--- src/rtl/core_pkg.sv ---
// Shared definitions for the parametrised decode stage: default widths,
// instruction class/op encodings and the packed control bundle.
package core_pkg;

    localparam int DATA_W_DEF = 18;
    localparam int REG_AW_DEF = 5;
    localparam int PC_W_DEF   = 9;

    // tipo field: instruction class
    localparam logic [1:0] TIPO_ALU = 2'b00;
    localparam logic [1:0] TIPO_MEM = 2'b01;
    localparam logic [1:0] TIPO_CTL = 2'b10;
    localparam logic [1:0] TIPO_RGB = 2'b11;

    // op field within TIPO_MEM
    localparam logic [1:0] OP_STORE = 2'b00;
    localparam logic [1:0] OP_LOAD  = 2'b01;

    // op field within TIPO_CTL
    localparam logic [1:0] OP_BRANCH = 2'b00;
    localparam logic [1:0] OP_JUMP   = 2'b01;

    // ALU operation that branches use to compare operands
    localparam logic [2:0] ALU_SUB = 3'b001;

    // Control bundle carried from ID to EX; all-zero is a harmless bubble.
    typedef struct packed {
        logic       reg_write;
        logic       alu_src;
        logic       mem_write;
        logic       result_src;
        logic       branch;
        logic       jump;
        logic [2:0] alu_control;
        logic [1:0] rgb;
    } ctrl_t;

endpackage

--- src/rtl/control_unit_top.sv ---
// Main decoder: maps the Inm/tipo/op fields of an instruction onto the
// datapath control signals used by the execute, memory and writeback stages.
module Control_Unit_Top
    import core_pkg::*;
(
    input  logic       Inm,
    input  logic [1:0] tipo,
    input  logic [1:0] op,
    output logic       RegWrite,
    output logic       ALUSrc,
    output logic       MemWrite,
    output logic       ResultSrc,
    output logic       Branch,
    output logic       Jump,
    output logic [2:0] ALUControl,
    output logic [1:0] RGB
);

    // Class decode: every output defaults to the inactive value first.
    always_comb begin
        RegWrite   = 1'b0;
        ALUSrc     = 1'b0;
        MemWrite   = 1'b0;
        ResultSrc  = 1'b0;
        Branch     = 1'b0;
        Jump       = 1'b0;
        ALUControl = 3'b000;
        RGB        = 2'b00;
        case (tipo)
            TIPO_ALU: begin
                RegWrite   = 1'b1;
                ALUSrc     = Inm;
                ALUControl = {1'b0, op};
            end
            TIPO_MEM: begin
                ALUSrc = 1'b1;
                if (op == OP_STORE) begin
                    MemWrite = 1'b1;
                end else if (op == OP_LOAD) begin
                    RegWrite  = 1'b1;
                    ResultSrc = 1'b1;
                end
            end
            TIPO_CTL: begin
                if (op == OP_BRANCH) begin
                    Branch     = 1'b1;
                    ALUControl = ALU_SUB;
                end else if (op == OP_JUMP) begin
                    Jump     = 1'b1;
                    RegWrite = 1'b1;
                end
            end
            default: begin
                RGB = op;
            end
        endcase
    end

endmodule

--- src/rtl/regfile_bypass.sv ---
// 2-read 1-write register file with optional hard-wired zero R0 and
// optional write-through so a writeback in the same cycle is seen by reads.
module regfile_bypass #(
    parameter int DATA_W    = 18,
    parameter int REG_AW    = 5,
    parameter int R0_ZERO   = 1,
    parameter int BYPASS_WB = 1
) (
    input  logic              clk,
    input  logic              rst,
    input  logic [REG_AW-1:0] a1_i,
    input  logic [REG_AW-1:0] a2_i,
    input  logic              we_i,
    input  logic [REG_AW-1:0] wa_i,
    input  logic [DATA_W-1:0] wd_i,
    output logic [DATA_W-1:0] rd1_o,
    output logic [DATA_W-1:0] rd2_o
);

    localparam int NUM_REGS = 2 ** REG_AW;

    logic [DATA_W-1:0] mem_q [NUM_REGS];
    logic              wr_en;

    assign wr_en = we_i && !((R0_ZERO != 0) && (wa_i == '0));

    // Storage: cleared on reset, written on the writeback port otherwise.
    always_ff @(posedge clk) begin
        if (!rst) begin
            for (int i = 0; i < NUM_REGS; i++) begin
                mem_q[i] <= '0;
            end
        end else if (wr_en) begin
            mem_q[wa_i] <= wd_i;
        end
    end

    // Read port 1: zero register, then same-cycle bypass, then storage.
    always_comb begin
        rd1_o = mem_q[a1_i];
        if ((R0_ZERO != 0) && (a1_i == '0)) begin
            rd1_o = '0;
        end else if ((BYPASS_WB != 0) && we_i && (wa_i == a1_i)) begin
            rd1_o = wd_i;
        end
    end

    // Read port 2: same selection as port 1.
    always_comb begin
        rd2_o = mem_q[a2_i];
        if ((R0_ZERO != 0) && (a2_i == '0)) begin
            rd2_o = '0;
        end else if ((BYPASS_WB != 0) && we_i && (wa_i == a2_i)) begin
            rd2_o = wd_i;
        end
    end

endmodule

--- src/rtl/decode_stage_param.sv ---
// Instruction decode stage plus the ID/EX pipeline register.
// Instruction layout (msb first): Inm | tipo[1:0] | op[1:0] | rs1 | rd | imm,
// with the low REG_AW bits of imm doubling as an alternate register index.
// The ID/EX register is one packed struct whose all-zero value is a bubble,
// so flush, reset and "invalid" all load the same constant.
module decode_stage_param
    import core_pkg::*;
#(
    parameter int  DATA_W     = DATA_W_DEF,
    parameter int  REG_AW     = REG_AW_DEF,
    parameter int  PC_W       = PC_W_DEF,
    parameter int  IMM_W      = 18,
    parameter int  IMM_SIGNED = 0,
    parameter int  R0_ZERO    = 1,
    parameter int  BYPASS_WB  = 1,
    localparam int INSTR_W    = 5 + 2 * REG_AW + IMM_W
) (
    input  logic               clk,
    input  logic               rst,
    input  logic [INSTR_W-1:0] InstrD,
    input  logic [PC_W-1:0]    PCD,
    input  logic [PC_W-1:0]    PCPlus4D,
    input  logic               ValidD,
    input  logic               StallD,
    input  logic               FlushD,
    input  logic               RegWriteW,
    input  logic [REG_AW-1:0]  RDW,
    input  logic [DATA_W-1:0]  ResultW,
    output logic               RegWriteE,
    output logic               ALUSrcE,
    output logic               MemWriteE,
    output logic               ResultSrcE,
    output logic               BranchE,
    output logic               JumpE,
    output logic [2:0]         ALUControlE,
    output logic [1:0]         RGB_E,
    output logic [DATA_W-1:0]  RD1_E,
    output logic [DATA_W-1:0]  RD2_E,
    output logic [DATA_W-1:0]  Imm_Ext_E,
    output logic [REG_AW-1:0]  RS1_E,
    output logic [REG_AW-1:0]  RS2_E,
    output logic [REG_AW-1:0]  RD_E,
    output logic [PC_W-1:0]    PCE,
    output logic [PC_W-1:0]    PCPlus4E,
    output logic               ValidE,
    output logic               FlushE
);

    // ID/EX contents; widths follow the instance parameters.
    typedef struct packed {
        ctrl_t             ctrl;
        logic [DATA_W-1:0] rd1;
        logic [DATA_W-1:0] rd2;
        logic [DATA_W-1:0] imm;
        logic [REG_AW-1:0] rs1;
        logic [REG_AW-1:0] rs2;
        logic [REG_AW-1:0] rd;
        logic [PC_W-1:0]   pc;
        logic [PC_W-1:0]   pc4;
        logic              valid;
    } idex_t;

    // Instruction fields
    logic              inm;
    logic [1:0]        tipo;
    logic [1:0]        op;
    logic [REG_AW-1:0] rs1_f;
    logic [REG_AW-1:0] rd_f;
    logic [REG_AW-1:0] alt_f;
    logic [IMM_W-1:0]  imm_f;

    assign inm   = InstrD[INSTR_W-1];
    assign tipo  = InstrD[INSTR_W-2 -: 2];
    assign op    = InstrD[INSTR_W-4 -: 2];
    assign rs1_f = InstrD[INSTR_W-6 -: REG_AW];
    assign rd_f  = InstrD[IMM_W+REG_AW-1 -: REG_AW];
    assign imm_f = InstrD[IMM_W-1:0];
    assign alt_f = InstrD[REG_AW-1:0];

    // Store-with-register form takes its data register from the low bits.
    logic              is_store_form;
    logic [REG_AW-1:0] a1;
    logic [REG_AW-1:0] a2;
    logic [REG_AW-1:0] dest;

    assign is_store_form = (tipo == TIPO_MEM) && (op == OP_STORE);
    assign a1   = rs1_f;
    assign a2   = (!inm && is_store_form) ? alt_f : rd_f;
    assign dest = (is_store_form || inm) ? rd_f : alt_f;

    // Immediate extension
    logic [DATA_W-1:0] imm_ext;

    if (IMM_W == DATA_W) begin : g_imm_full
        assign imm_ext = imm_f;
    end else if (IMM_SIGNED != 0) begin : g_imm_sext
        assign imm_ext = {{(DATA_W - IMM_W){imm_f[IMM_W-1]}}, imm_f};
    end else begin : g_imm_zext
        assign imm_ext = {{(DATA_W - IMM_W){1'b0}}, imm_f};
    end

    ctrl_t             ctrl_d;
    logic [DATA_W-1:0] rd1_d;
    logic [DATA_W-1:0] rd2_d;

    Control_Unit_Top u_control (
        .Inm        (inm),
        .tipo       (tipo),
        .op         (op),
        .RegWrite   (ctrl_d.reg_write),
        .ALUSrc     (ctrl_d.alu_src),
        .MemWrite   (ctrl_d.mem_write),
        .ResultSrc  (ctrl_d.result_src),
        .Branch     (ctrl_d.branch),
        .Jump       (ctrl_d.jump),
        .ALUControl (ctrl_d.alu_control),
        .RGB        (ctrl_d.rgb)
    );

    regfile_bypass #(
        .DATA_W    (DATA_W),
        .REG_AW    (REG_AW),
        .R0_ZERO   (R0_ZERO),
        .BYPASS_WB (BYPASS_WB)
    ) u_regfile (
        .clk   (clk),
        .rst   (rst),
        .a1_i  (a1),
        .a2_i  (a2),
        .we_i  (RegWriteW),
        .wa_i  (RDW),
        .wd_i  (ResultW),
        .rd1_o (rd1_d),
        .rd2_o (rd2_d)
    );

    idex_t idex_q;
    idex_t idex_d;
    idex_t load_s;
    logic  flush_e_q;

    // Assemble the decoded instruction as it would enter EX.
    always_comb begin
        load_s       = '0;
        load_s.ctrl  = ctrl_d;
        load_s.rd1   = rd1_d;
        load_s.rd2   = rd2_d;
        load_s.imm   = imm_ext;
        load_s.rs1   = a1;
        load_s.rs2   = a2;
        load_s.rd    = dest;
        load_s.pc    = PCD;
        load_s.pc4   = PCPlus4D;
        load_s.valid = 1'b1;
    end

    // Next ID/EX value: flush (or bubble) beats stall, stall beats load.
    always_comb begin
        idex_d = idex_q;
        if (FlushD || (!StallD && !ValidD)) begin
            idex_d = '0;
        end else if (!StallD) begin
            idex_d = load_s;
        end
    end

    // ID/EX register and the delayed stall flag for execute_cycle.
    always_ff @(posedge clk) begin
        if (!rst) begin
            idex_q    <= '0;
            flush_e_q <= 1'b0;
        end else begin
            idex_q    <= idex_d;
            flush_e_q <= StallD;
        end
    end

    assign RegWriteE   = idex_q.ctrl.reg_write;
    assign ALUSrcE     = idex_q.ctrl.alu_src;
    assign MemWriteE   = idex_q.ctrl.mem_write;
    assign ResultSrcE  = idex_q.ctrl.result_src;
    assign BranchE     = idex_q.ctrl.branch;
    assign JumpE       = idex_q.ctrl.jump;
    assign ALUControlE = idex_q.ctrl.alu_control;
    assign RGB_E       = idex_q.ctrl.rgb;
    assign RD1_E       = idex_q.rd1;
    assign RD2_E       = idex_q.rd2;
    assign Imm_Ext_E   = idex_q.imm;
    assign RS1_E       = idex_q.rs1;
    assign RS2_E       = idex_q.rs2;
    assign RD_E        = idex_q.rd;
    assign PCE         = idex_q.pc;
    assign PCPlus4E    = idex_q.pc4;
    assign ValidE      = idex_q.valid;
    assign FlushE      = flush_e_q;

endmodule

--- config.mk ---
export PLATFORM = sky130hd
export DESIGN_NAME = decode_stage_param
export DESIGN_NICKNAME = d
export VERILOG_FILES = /design/src/rtl/core_pkg.sv /design/src/rtl/control_unit_top.sv /design/src/rtl/regfile_bypass.sv /design/src/rtl/decode_stage_param.sv
export SDC_FILE = /design/constraint.sdc
export NUM_CORES = 1
export LEC_CHECK = 0
export BUFFER_PORTS_ARGS = -buffer_cell sky130_fd_sc_hd__buf_2
export CELL_PAD_IN_SITES_DETAIL_PLACEMENT = 2
export CELL_PAD_IN_SITES_GLOBAL_PLACEMENT = 2
export CORE_MARGIN = 5
export CORE_UTILIZATION = 38
export DETAILED_ROUTE_END_ITERATION = 12
export GPL_TIMING_DRIVEN = 0
export PLACE_DENSITY_LB_ADDON = 0.25
export SLEW_MARGIN = 5
export SYNTH_ARGS = -nofsm -noshare
export SYNTH_HDL_FRONTEND = slang
export SYNTH_SLANG_ARGS = --single-unit
--- constraint.sdc ---
create_clock -name clk -period 5.1 [get_ports clk]
set_clock_uncertainty 0.05 [all_clocks]
set_input_delay 1.275 -clock clk [delete_from_list [all_inputs] [get_ports clk]]
set_output_delay 1.275 -clock clk [all_outputs]
set_load 0.02 [all_outputs]
# Word level (Yosys, flattened, before mapping)
# Memories as Yosys holds them, arrays and structs flattened.
# Cells that the tools add are included.
[totals]
regBits = 100
ram_bits = 576
out_inout_bits = 100
elab_cells = 71
n_memories = 1
[mem_list]
columns = ["name", "depth", "width", "read_ports", "rd_clocked_by_memory_dff", "write_ports", "line_no", "source"]
rows = [
  ["u_regfile.mem_q", 32, 18, 2, 0, 32, "regfile_bypass.sv:22", "logic [DATA_W-1:0] mem_q [NUM_REGS];"],
]
[op_classes]
eq_ne = 5
muxes = 25
bitwise_logic = 1
reduce_logical = 21
[ops]
columns = ["cell", "n"]
rows = [
  ["2-to-1 mux 18 bit", 5],
  ["OR reduction 18 bit", 1],
  ["zero test 5 bit", 3],
  ["2-to-1 mux 5 bit", 3],
  ["2-to-1 mux 1 bit", 13],
  ["equality test 5 bit", 2],
  ["logical AND 1 bit", 6],
  ["one-hot mux 3 bit (2 select lines)", 1],
  ["equality test 2 x 1 -> 1 bit, second input constant", 2],
  ["zero test 1 bit", 4],
  ["zero test 2 bit", 2],
  ["one-hot mux 1 bit (2 select lines)", 2],
  ["OR reduction 2 bit", 2],
  ["OR reduction 3 bit", 1],
  ["equality test 2 bit, second input constant", 1],
  ["logical OR 1 bit", 2],
  ["2-to-1 mux 2 bit", 1],
  ["inverter 1 bit", 1],
]

# Depth between registers and ports, before layout
[logic_depth]
ltp_word = 8
ltp_mapped = 14
ltp_nobuf = 9

# Modules after synthesis
# Synthesis repeated with hierarchy kept, for this count alone.
[unflattened]
cells_unflattened = 2444
area_unflattened_um2 = 34692.0
[modules_own_cells]
columns = ["module", "instances", "cells_each", "area_per_inst_um2", "seq_area_each_um2"]
rows = [
  ["regfile_bypass", 1, 2061, 30802.0, 17296.6],
  ["decode_stage_param", 1, 363, 3728.6, 2001.9],
  ["Control_Unit_Top", 1, 20, 161.4, 0.0],
]

# Worst setup path before layout
# Ideal clock, no wire load.
[synth_timing]
path_type = "input -> register"
startpoint = "in RDW[2]"
endpoint = "mem u_regfile.mem_q[28][0], enable pin"
t_arrival_ps = 3588
setup_slack_ps = 1044
cell_stages = 6
path_buffers = 3
path_cell_list = "clkbuf_1 -> or3_1 -> clkbuf_1 -> nand3b_1 -> clkbuf_1 -> o21ai_0"
[synth_rtl]
columns = ["item", "line_no", "source"]
rows = [
  ["start, declared", "decode_stage_param.sv:27", "input logic [REG_AW-1:0] RDW,"],
  ["end, declared", "regfile_bypass.sv:22", ""],
]

# Worst setup path after layout
[layout_timing]
startpoint = "in InstrD[31]"
endpoint = "reg idex_q, in the netlist RD2_E[14]"
[layout_between]
elab_chain_cells = 8
elab_cells_between_ends = 10
[layout_rtl]
columns = ["item", "line_no", "source"]
rows = [
  ["start, declared", "decode_stage_param.sv:20", "input logic [INSTR_W-1:0] InstrD,"],
  ["equality test 2 x 1 -> 1 bit (*)", "decode_stage_param.sv:86", "assign is_store_form = (tipo == TIPO_MEM) && (op == OP_STORE);"],
  ["logical AND 1 bit (*)", "decode_stage_param.sv:86", ""],
  ["logical AND 1 bit (*)", "decode_stage_param.sv:88", "assign a2 = (!inm && is_store_form) ? alt_f : rd_f;"],
  ["2-to-1 mux 5 bit (*)", "decode_stage_param.sv:88", ""],
  ["branches (longest 3 deep; another with memory (32 x 18 bit))", "n/a", ""],
  ["2-to-1 mux 18 bit (*)", "regfile_bypass.sv:51", "if ((R0_ZERO != 0) && (a2_i == '0)) begin"],
  ["end signal, assigned", "decode_stage_param.sv:173", "idex_q <= idex_d;"],
  ["end, declared", "decode_stage_param.sv:137", "idex_t idex_q;"],
]
# Every way passes the cells marked *.
# A chain may end at the register's enable or synchronous reset.

==> metrics.cfg <==
[status]
status=completed

[cts]
clkTransAtPathRegs_ns=0.06
htree_levels=3
cts_tree=done
ctsResizeCount=0
root_buffer=clkbuf_16
hold_buffers=0
cts_setup_buffers=0
insertion_delay_ns=0.66
clock_sinks=675
clock_path_buffers=3
cts_buffers=79

[sta]
worst_pin_slew_ns=1.47
fin_tns_setup_ns=0
fmax_ghz=0.196
fin_crit_sh_pct=100
min_period_ns=5.10
hold_viol_final=0
finalMaxSlewViolations=0
rsz0062_at_grt=no
slew-limit-headroom_pct=1.94
setup_viol=0
fin_hold_ws_ns=0.398

[yosys]
synth-simple-area-share_pct=18.3
synth_cells=3061
synth-async-reset-ratio_pct=0
seq_area_frac_synth_pct=55.2
synth_edf_count=576
synth-compound-area-share_pct=9.21
synth-xor-area-share_pct=0.276
synthFlopType=edfxtp_1
synth_fa_ha_area_share_pct=0.179
syn_area_per_cell_um2=11.4
synth_top_family_by_area=simple AND/OR/NAND/NOR gates
synth-seq-cells=675
syn_area_um2=34900
ys_warn_count=0
yosysUniqueCellTypes=52
synth_mux_area_share_pct=13.6

[drt]
drtIter0Drc=3716
wirelength_um=173000
postRouteAntennaNets=0
dr_total_vias=29600
drc=0
viasPerCell=6.43
drt_pass1_iterations=8
post_drt_wl_per_cell_um=37.6

[power_and_ir_drop]
switching_power_mw=3.98
p_per_area_nw_per_um2=344
p_clk_share_pct=40.3
comb_power_share_pct=13.3
p_int_mw=9.94
p_leak_nw=15.1
power_mw=13.9
swShare_pct=28.6
ir_worst_vdd_v=0.000255
seqPwrFrac_pct=46.4

[global_route]
grt_pass1_wl_um=238000
track_usage_pct=33.9
antenna_found_initial=9
grt_pass1_vias=31300
grt_start_max_net_pins=21
grt_overflow_total=0

[floorplanning]
fp.dieW_um=313
io_pins=180
die-area_um2=98100
rows=111
die_h_um=313
initial_core_util_pct=38.2
core_area_um2=91400

[flow_run]
max_cap_viol_count=0

[hold_path]
min_path_type=register to register

[cells_and_area]
utilization_pct=44.3
area_delta_synth_final_pct=15.8
regArea_um2=19300
fillers=9351
drive_gt1_share_pct=13.8
fin_nets=3434
multi_input_area_um2=14900

[critical_path]
cp_max_fo=10
rrSetupSlack_ns=2.75
crit_arrival_ns=5.62
worstPathRequired_ns=5.63
cp-end-kind=register
critPathLaunchType=input port
path_class=input port to register

[placement]
gp_congestion=0.929
port_buffers=172
dp_hpwl_um=126000

-- power by group through the flow --
| stage | clock (mW) | sequential [mW] | combinational [mW] |
|---|---|---|---|
| 3_3_place_gp | 0 | 6.55 | 1.66 |
| 5_1_grt | 5.86 | 6.48 | 1.87 |
| 2_1_floorplan | 0 | 6.51 | 0.900 |
| 3_5_place_dp | 0 | 6.56 | 1.77 |
| 4_1_cts | 5.63 | 6.45 | 1.79 |
| 6_report | 5.61 | 6.46 | 1.85 |
-- cells by family (layout without fill, tap and decap cells) --
group	Yosys count	in the layout
and+or+nand+nor	1244	1244
DFF	675	675
AOI/OAI and AO/OA	469	469
muxes	373	373
buffers and inverters	283	614
xor gates and xnor gates	11	11
adders and majority gates	5	5
other	1	22
-- metal layers --
layer  wire (um)  part of all wire (%)  global-route usage [%]  up-vias
met4       11200                   6.5                    18.6        0
met2       78900                    46                    54.8     1884
met5           0                     0                       0        -
met3       16400                   9.5                    6.56      462
li1            -                     -                       -    11800
met1       66300                    38                    43.2    15400
-- through the flow --
step / std cells / instance area [um2] / setup slack [ns]
floorplan: 3079 / 35000 / 1.04
global placement: 4437 / 37300 / -1.74
detailed placement: 4456 / 38000 / -0.657
CTS: 4598 / 40400 / 0.0136
global route: 4597 / 40400 / 0.0245
finish: 4599 / 40400 / 0.00111
-- critical path, cell delays in order --
cell and delay [ns]:
buf_2 0.13, inv_1 0.08, ha_1 0.26, or4b_1 0.45, buf_2 0.18, mux2i_1 0.60, clkbuf_1 0.75, buf_1 0.83
nand2_1 0.16, a32oi_1 0.29, nand4_1 0.28, o211ai_1 0.31
-- area by class of cell --
class	instances	area share, %
Clock buffer	109	5.48
Inverter	7	0.0650
Timing Repair Buffer	191	3.04
Sequential cell	675	47.7
Tap cell	1186	3.67
Clock inverter	33	0.544
Multi-Input combinational cell	2121	36.8
Buffer	274	2.71
Antenna cell	3	0.0186
-- synthesized netlist by cell type (59+ instances only) --
master    number  share of area, %
o21ai_0       59              0.85
mux4_2        80               5.2
dfxtp_1       99               5.7
a21oi_1      131               1.9
o221ai_1      72               1.8
nor2_1       130               1.4
nand2_1      380               4.1
and2_1       559                10
nand3_1       87               1.2
a32oi_1       91               2.3
clkbuf_1     219               2.4
edfxtp_1     576                50
mux2i_1      286               8.2
-- flip-flops by register name, summed over array words and instances, names as in the netlist, 5 cells and up --
register         flops
Imm_Ext_E           18
PCE                  9
PCPlus4E             9
RD1_E               18
RD2_E               18
RD_E                 5
RS1_E                5
RS2_E                5
u_regfile.mem_q    576
-- final timing paths --
check | start | to | cells past startpoint
max | InstrD[31] | RD2_E[14]$_SDFFE_PP0N_ | 12
min | RD1_E[11]$_SDFFE_PP0N_ | RD1_E[11]$_SDFFE_PP0N_ | 1
max reg2reg | u_regfile.mem_q[3][7]$_SDFFCE_PN0P_ | RD1_E[7]$_SDFFE_PP0N_ | 7
min reg2reg | RD1_E[11]$_SDFFE_PP0N_ | RD1_E[11]$_SDFFE_PP0N_ | 1
-- layout by cell type, fill, tap and decap left out, drive strengths merged, types with 60 or more instances in the layout --
cell type | Yosys | layout
dfxtp | 99 | 99
and2 | 559 | 559
nor2 | 131 | 131
nand3 | 87 | 87
o21ai | 60 | 60
clkbuf | 219 | 331
a21oi | 131 | 131
nand2 | 380 | 380
mux4 | 80 | 80
buf | 57 | 243
mux2i | 286 | 286
edfxtp | 576 | 576
a32oi | 91 | 91
o221ai | 72 | 72
Power figures use the tool's default switching activity.
